$ cat src/rtl/load_store_unit_if.sv
// load_store_unit_if: request, response and data-memory signals of load_store_unit.
// slave is the unit's view; master is the pipeline/memory side driving it.
interface load_store_unit_if #(
  parameter int DM_ADDRESS = 9,
  parameter int DATA_W = 32
);
  logic req_valid;
  logic req_ready;
  logic req_store;
  logic [2:0] req_funct3;
  logic [DM_ADDRESS-1:0] req_addr;
  logic [DATA_W-1:0] req_wdata;
  logic resp_valid;
  logic resp_err;
  logic [DATA_W-1:0] resp_rdata;
  logic mem_read;
  logic mem_write;
  logic [DM_ADDRESS-1:0] mem_addr;
  logic [DATA_W-1:0] mem_wdata;
  logic [3:0] mem_wstrb;
  logic [DATA_W-1:0] mem_rdata;
  modport slave (
    input req_valid, req_store, req_funct3, req_addr, req_wdata, mem_rdata,
    output req_ready, resp_valid, resp_err, resp_rdata,
    output mem_read, mem_write, mem_addr, mem_wdata, mem_wstrb
  );
  modport master (
    output req_valid, req_store, req_funct3, req_addr, req_wdata, mem_rdata,
    input req_ready, resp_valid, resp_err, resp_rdata,
    input mem_read, mem_write, mem_addr, mem_wdata, mem_wstrb
  );
endinterface

$ cat src/rtl/load_store_unit.sv
// load_store_unit: aligns, strobes, splits and extends data-memory loads/stores.
// Define LSU_MISALIGN_SPLIT_EN to split word-crossing accesses; otherwise they error.
module load_store_unit #(
  parameter int DM_ADDRESS = 9,
  parameter int DATA_W = 32
) (
  input logic clk,
  input logic reset,
  load_store_unit_if.slave bus
);
  typedef enum logic [2:0] {IDLE, BEAT0, BEAT1, DONE, ERR} state_t;
  state_t state, nxt;
  logic store_q;
  logic [2:0] f3_q;
  logic [DM_ADDRESS-1:0] addr_q;
  logic [DATA_W-1:0] wdata_q, rdata0_q;
  logic accept, st, legal, crosses, split, bad, beat, beat1;
  logic [2:0] f3;
  logic [DM_ADDRESS-1:0] addr, w0, w1;
  logic [DATA_W-1:0] wd, sh, ext;
  logic [1:0] off;
  logic [3:0] mask;
  logic [7:0] lanes;
  logic [2*DATA_W-1:0] data, rd_pair;
  // Outputs are registered from the next state, so on the accept edge the
  // request is taken straight from the port rather than from the latches.
  always_comb begin
    accept = state == IDLE && bus.req_valid;
    st = accept ? bus.req_store : store_q;
    f3 = accept ? bus.req_funct3 : f3_q;
    addr = accept ? bus.req_addr : addr_q;
    wd = accept ? bus.req_wdata : wdata_q;
    off = addr[1:0];
    w0 = {addr[DM_ADDRESS-1:2], 2'b00};
    w1 = w0 + DM_ADDRESS'(4);
    mask = f3[1:0] == 2'd0 ? 4'b0001 : f3[1:0] == 2'd1 ? 4'b0011 : 4'b1111;
    lanes = {4'b0000, mask} << off;
    data = {{DATA_W{1'b0}}, wd} << {off, 3'b000};
    legal = st ? f3 inside {3'b000, 3'b001, 3'b010} : f3 inside {3'b000, 3'b001, 3'b010, 3'b100, 3'b101};
    crosses = |lanes[7:4];
`ifdef LSU_MISALIGN_SPLIT_EN
    split = crosses;
    bad = !legal;
`else
    split = 1'b0;
    bad = !legal || crosses;
`endif
    nxt = state == IDLE ? (bus.req_valid ? (bad ? ERR : BEAT0) : IDLE) :
          state == BEAT0 ? (split ? BEAT1 : DONE) :
          state == BEAT1 ? DONE : IDLE;
    beat = nxt == BEAT0 || nxt == BEAT1;
    beat1 = nxt == BEAT1;
    rd_pair = split ? {bus.mem_rdata, rdata0_q} : {{DATA_W{1'b0}}, bus.mem_rdata};
    sh = DATA_W'(rd_pair >> {off, 3'b000});
    ext = f3[1:0] == 2'd0 ? {{24{~f3[2] & sh[7]}}, sh[7:0]} :
          f3[1:0] == 2'd1 ? {{16{~f3[2] & sh[15]}}, sh[15:0]} : sh;
  end
  // Read data arrives the cycle after mem_read, so the merge is combinational in DONE.
  assign bus.resp_rdata = state == DONE && !store_q ? ext : '0;
  always_ff @(posedge clk or posedge reset) begin
    if (reset) begin
      state <= IDLE;
      store_q <= 1'b0;
      f3_q <= '0;
      addr_q <= '0;
      wdata_q <= '0;
      rdata0_q <= '0;
      bus.req_ready <= 1'b1;
      bus.resp_valid <= 1'b0;
      bus.resp_err <= 1'b0;
      bus.mem_read <= 1'b0;
      bus.mem_write <= 1'b0;
      bus.mem_addr <= '0;
      bus.mem_wdata <= '0;
      bus.mem_wstrb <= '0;
    end else begin
      state <= nxt;
      if (accept) begin
        store_q <= bus.req_store;
        f3_q <= bus.req_funct3;
        addr_q <= bus.req_addr;
        wdata_q <= bus.req_wdata;
      end
      if (state == BEAT1) rdata0_q <= bus.mem_rdata;
      bus.req_ready <= nxt == IDLE;
      bus.resp_valid <= nxt == DONE || nxt == ERR;
      bus.resp_err <= nxt == ERR;
      bus.mem_read <= beat && !st;
      bus.mem_write <= beat && st;
      bus.mem_addr <= beat1 ? w1 : beat ? w0 : '0;
      bus.mem_wstrb <= !(beat && st) ? 4'b0000 : beat1 ? lanes[7:4] : lanes[3:0];
      bus.mem_wdata <= !(beat && st) ? '0 : beat1 ? data[2*DATA_W-1:DATA_W] : data[DATA_W-1:0];
    end
  end
endmodule
$ cat src/flat_wrapper.sv
// flat-port wrapper written by rule: the top's interface ports become plain ports
module load_store_unit_flat 
#(
  parameter int DM_ADDRESS = 9,
  parameter int DATA_W = 32
)
  (clk, reset, bus_req_valid, bus_req_store, bus_req_funct3, bus_req_addr, bus_req_wdata, bus_mem_rdata, bus_req_ready, bus_resp_valid, bus_resp_err, bus_resp_rdata, bus_mem_read, bus_mem_write, bus_mem_addr, bus_mem_wdata, bus_mem_wstrb);
  load_store_unit_if #(.DM_ADDRESS(DM_ADDRESS), .DATA_W(DATA_W)) bus_i ();
  input logic clk;
  input logic reset;
  input wire logic [$bits(bus_i.req_valid)-1:0] bus_req_valid;
  input wire logic [$bits(bus_i.req_store)-1:0] bus_req_store;
  input wire logic [$bits(bus_i.req_funct3)-1:0] bus_req_funct3;
  input wire logic [$bits(bus_i.req_addr)-1:0] bus_req_addr;
  input wire logic [$bits(bus_i.req_wdata)-1:0] bus_req_wdata;
  input wire logic [$bits(bus_i.mem_rdata)-1:0] bus_mem_rdata;
  output wire logic [$bits(bus_i.req_ready)-1:0] bus_req_ready;
  output wire logic [$bits(bus_i.resp_valid)-1:0] bus_resp_valid;
  output wire logic [$bits(bus_i.resp_err)-1:0] bus_resp_err;
  output wire logic [$bits(bus_i.resp_rdata)-1:0] bus_resp_rdata;
  output wire logic [$bits(bus_i.mem_read)-1:0] bus_mem_read;
  output wire logic [$bits(bus_i.mem_write)-1:0] bus_mem_write;
  output wire logic [$bits(bus_i.mem_addr)-1:0] bus_mem_addr;
  output wire logic [$bits(bus_i.mem_wdata)-1:0] bus_mem_wdata;
  output wire logic [$bits(bus_i.mem_wstrb)-1:0] bus_mem_wstrb;
  assign bus_i.req_valid = bus_req_valid;
  assign bus_i.req_store = bus_req_store;
  assign bus_i.req_funct3 = bus_req_funct3;
  assign bus_i.req_addr = bus_req_addr;
  assign bus_i.req_wdata = bus_req_wdata;
  assign bus_i.mem_rdata = bus_mem_rdata;
  assign bus_req_ready = bus_i.req_ready;
  assign bus_resp_valid = bus_i.resp_valid;
  assign bus_resp_err = bus_i.resp_err;
  assign bus_resp_rdata = bus_i.resp_rdata;
  assign bus_mem_read = bus_i.mem_read;
  assign bus_mem_write = bus_i.mem_write;
  assign bus_mem_addr = bus_i.mem_addr;
  assign bus_mem_wdata = bus_i.mem_wdata;
  assign bus_mem_wstrb = bus_i.mem_wstrb;
  load_store_unit #(.DM_ADDRESS(DM_ADDRESS), .DATA_W(DATA_W)) u_core (.clk(clk), .reset(reset), .bus(bus_i));
endmodule
$ cat config.mk
export PLATFORM = sky130hd
export DESIGN_NAME = load_store_unit_flat
export DESIGN_NICKNAME = d
export VERILOG_FILES = /design/src/rtl/load_store_unit_if.sv /design/src/rtl/load_store_unit.sv /design/src/flat_wrapper.sv
export SDC_FILE = /design/constraint.sdc
export NUM_CORES = 1
export LEC_CHECK = 0
export ABC_AREA = 1
export BUFFER_PORTS_ARGS = -buffer_cell sky130_fd_sc_hd__buf_2
export CAP_MARGIN = 20
export CELL_PAD_IN_SITES_DETAIL_PLACEMENT = 0
export CELL_PAD_IN_SITES_GLOBAL_PLACEMENT = 1
export CORE_MARGIN = 8
export CORE_UTILIZATION = 30
export CTS_BUF_LIST = sky130_fd_sc_hd__clkbuf_8
export DETAILED_ROUTE_END_ITERATION = 16
export GPL_TIMING_DRIVEN = 0
export PLACE_DENSITY = 0.68
export RECOVER_POWER = 100
export SYNTH_ARGS = -nofsm -noshare
export SYNTH_HDL_FRONTEND = slang
export SYNTH_SLANG_ARGS = --single-unit
$ cat constraint.sdc
create_clock -name clk -period 5.7 [get_ports clk]
set_input_delay 1.14 -clock clk [delete_from_list [all_inputs] [get_ports clk]]
set_output_delay 1.14 -clock clk [all_outputs]
set_load 0.05 [all_outputs]
==> results.py <==
metrics = {
    "clock_network": {
        "h-tree-depth": 3,
        "clk_pin_slew_ns": 0.09,
        "clk_path_buf_depth": 2,
        "cts_tree": "done",
        "clock-root-buffer": "clkbuf_8",
        "ctsHoldBuffers": 0,
        "ctsResizeCount": 0,
        "cts_made_buffers": 9,
        "insertion_delay_ns": 0.37,
        "cts.sinks": 96,
        "post_cts_buffers": 0,
    },
    "critical_path": {
        "startpoint_type": "input port",
        "r2r-end": "u_core.bus.mem_wdata[23]",
        "cp.arrival_ns": 3.70,
        "crit_chain": "buf_2 > inv_1 > nor2_1 > nand2_2 > clkbuf_1 > nand2_1 > nand2_4 > clkbuf_1 > o21ai_0 > a31oi_1 > clkbuf_1",
        "crit_type": "in -> out",
        "r2r_start": "u_core.state[2]",
        "crit_fanout": 10,
        "reg2reg_slack_ns": 2.36,
        "cpPeakStageDelay_ns": 0.53,
        "crit_top_cell": "clkbuf_1",
        "setup.worst_path.end": "bus_resp_rdata[2]",
        "worst-r2r-cell-count": 9,
        "path_delay_family": "buffers and inverters",
        "startpoint": "bus_req_valid",
        "crit_buf_inv": 5,
        "cp_num_cells": 11,
        "cp.required_ns": 4.56,
        "end_kind": "output port",
        "slowest_stage": "clkbuf_1",
    },
    "flow_run": {
        "drv_cap": 0,
    },
    "pwr": {
        "p_clk_share_pct": 13.7,
        "peakVddDrop_mv": 0.310,
        "pwr-share-comb_pct": 60.0,
        "intPower_mw": 1.62,
        "p_seq_share_pct": 26.4,
        "netSwitchingPower_mw": 1.87,
        "leakagePower_nw": 3.07,
        "powerDensity_mw_per_mm2": 588,
        "swShare_pct": 53.5,
    },
    "final_layout": {
        "fin_util_pct": 37.7,
        "fin_area_mm2": 0.00593,
        "multi_input_area_mm2": 0.00195,
        "drive_gt1_share_pct": 18.6,
        "mostFrequentLayoutCells": "nand2_1 (214), clkbuf_1 (99), dfrtp_1 (95)",
        "area_growth_pct": 24.2,
        "layout_commonest_cell": "nand2_1",
        "num_antenna_cells": 0,
        "layout.area.seq_mm2": 0.00240,
        "nNetsFinal": 874,
        "n_fill_cell": 1772,
    },
    "global_route": {
        "gr-usage-all-layers_pct": 16.6,
        "grt-ovfl-total": 0,
        "grt_pass1_vias": 4813,
        "grt_antenna_before_repair": 0,
        "grt_pass1_wl_um": 26000,
        "grt_max_degree": 67,
    },
    "sta": {
        "fmax_ghz": 0.207,
        "rsz0062_at_grt": "false",
        "setup_viol": 0,
        "relSlewSlack_pct": 7.66,
        "finClkSkew_ns": 0.0117,
        "slew_violations": 0,
        "min_period_ns": 4.84,
        "fin_tns_setup_ns": 0,
        "tightest_slew_ns": 1.38,
        "final.setup.worst_slack_ns": 0.862,
        "hold_viol": 0,
        "fin_crit_sh_pct": 84.9,
    },
    "synthesis": {
        "syn_area_mm2": 0.00477,
        "ys_warn_count": 0,
        "synth.distinct_cells": 31,
        "yosys.area.top_type": "dfrtp_1",
        "netlist_instances": 621,
        "yosys.area.top_type_share_pct": 49.8,
        "ys_seq_elements": 96,
        "synth_area_leaders": "dfrtp_1 (50%), nand2_1 (17%), nor2_1 (5.7%)",
        "synth_seq_area_share_pct": 50.4,
        "avgSynthCellArea_um2": 7.68,
    },
    "min_path": {
        "min_from": "u_core.wdata_q[24]",
        "hold_class": "reg -> reg",
        "hold_depth": 2,
    },
    "route": {
        "vias_per_cell": 4.57,
        "dr.pass1.iters": 5,
        "wl_um": 16900,
        "via_count": 4638,
        "wl_per_cell_um": 16.6,
        "post-route-drc-count": 0,
        "drt.antenna.violating_nets": 0,
        "drt_iter0_markers": 347,
    },
    "floorplan": {
        "die_height_um": 142,
        "core_mm2": 0.0157,
        "initial_utilization_pct": 30.4,
        "design.die.area_mm2": 0.0202,
        "ioPinCount": 162,
        "rows": 46,
        "die_w_um": 142,
    },
    "placed_design": {
        "hpwlAfterDp_um": 13000,
        "place_area_mm2": 0.00587,
        "place_worst_setup_slack_ns": 1.40,
        "place.gp.congestion": 0.868,
        "port_buffers": 159,
    },
    "run_status": {
        "outcome": "complete, no violations",
    },
}
==> worst reg2reg max path, stage by stage, from the launching register on <==
cell	delay (ns)
dfrtp_1	0.41
nor2_1	0.42
nand2_2	0.09
clkbuf_1	0.28
clkinvlp_2	0.33
clkbuf_1	0.41
clkbuf_1	0.52
nand3_1	0.22
clkbuf_1	0.35
nor2_1	0.21
==> worst min path at each step <==
stage                               endpoint  slack, ns
after detailed placement  u_core.wdata_q[27]       0.47
after floorplan           u_core.wdata_q[24]       0.44
after CTS                 u_core.wdata_q[27]       0.49
final                     u_core.wdata_q[24]       0.49
after global placement    u_core.wdata_q[24]       0.47
after global routing      u_core.wdata_q[28]       0.52
==> per-layer routing <==
layer	up-vias	wire length, µm	track usage (%)
li1	2284	-	-
met1	2162	7140	19.8
met2	179	8290	28.7
met3	13	1290	4.60
met4	0	153	4.18
met5	-	0	0
==> cell families (layout without fill, tap and decap cells) <==
logic type / after synthesis / in the layout / share of synthesized area, %
other cells: 1 / 2 / 0.0786
buf+inv: 84 / 261 / 8.16
compound gates: 85 / 85 / 9.42
simple gates: 355 / 355 / 32.0
flops: 96 / 96 / 50.4
==> power by group through the flow <==
stage	combinational (mW)	clock, mW	sequential, mW
after floorplan	1.49	0	1.00
after global placement	2.12	0	0.928
after detailed placement	2.14	0	0.934
after CTS	2.15	0.489	0.919
after global routing	2.31	0.515	0.935
final	2.09	0.476	0.919
==> layout make-up <==
| cell class | count | share of cell area (%) |
|---|---|---|
| sequential | 96 | 40.6 |
| multi-input combinational | 442 | 33.0 |
| timing repair buffer | 161 | 12.4 |
| tap | 216 | 4.56 |
| inverter | 47 | 3.02 |
| buffer | 37 | 3.00 |
| clock buffer | 9 | 2.09 |
| clock inverter | 7 | 1.44 |
==> flip-flops by register name, indices dropped and copies added (netlist names), 3 cells and up <==
register	flops
u_core.bus.mem_wstrb	4
u_core.bus.mem_addr	7
u_core.wdata_q	32
u_core.bus.mem_wdata	32
u_core.f3_q	3
u_core.addr_q	9
u_core.state	3
==> metrics by stage <==
stage	hold slack [ns]	instances	power [mW]
final	0.486	1015	3.48
after global placement	0.466	997	3.05
after detailed placement	0.465	999	3.07
after CTS	0.491	1015	3.56
after global routing	0.518	1015	3.76
after floorplan	0.445	622	2.49
==> Yosys cell counts, drive strengths merged <==
cell and number:
conb 1, a31oi 17, nand3 30, inv 47, nand3b 4, o21bai 1, dfrtp 95, buf 23
nor3 2, and3 1, dfstp 1, or2 15, nand2 225, nand4 2, a21oi 12, nor2 76
o21ai 55, clkbuf 14
No activity file was read; power rests on OpenSTA's default activity.
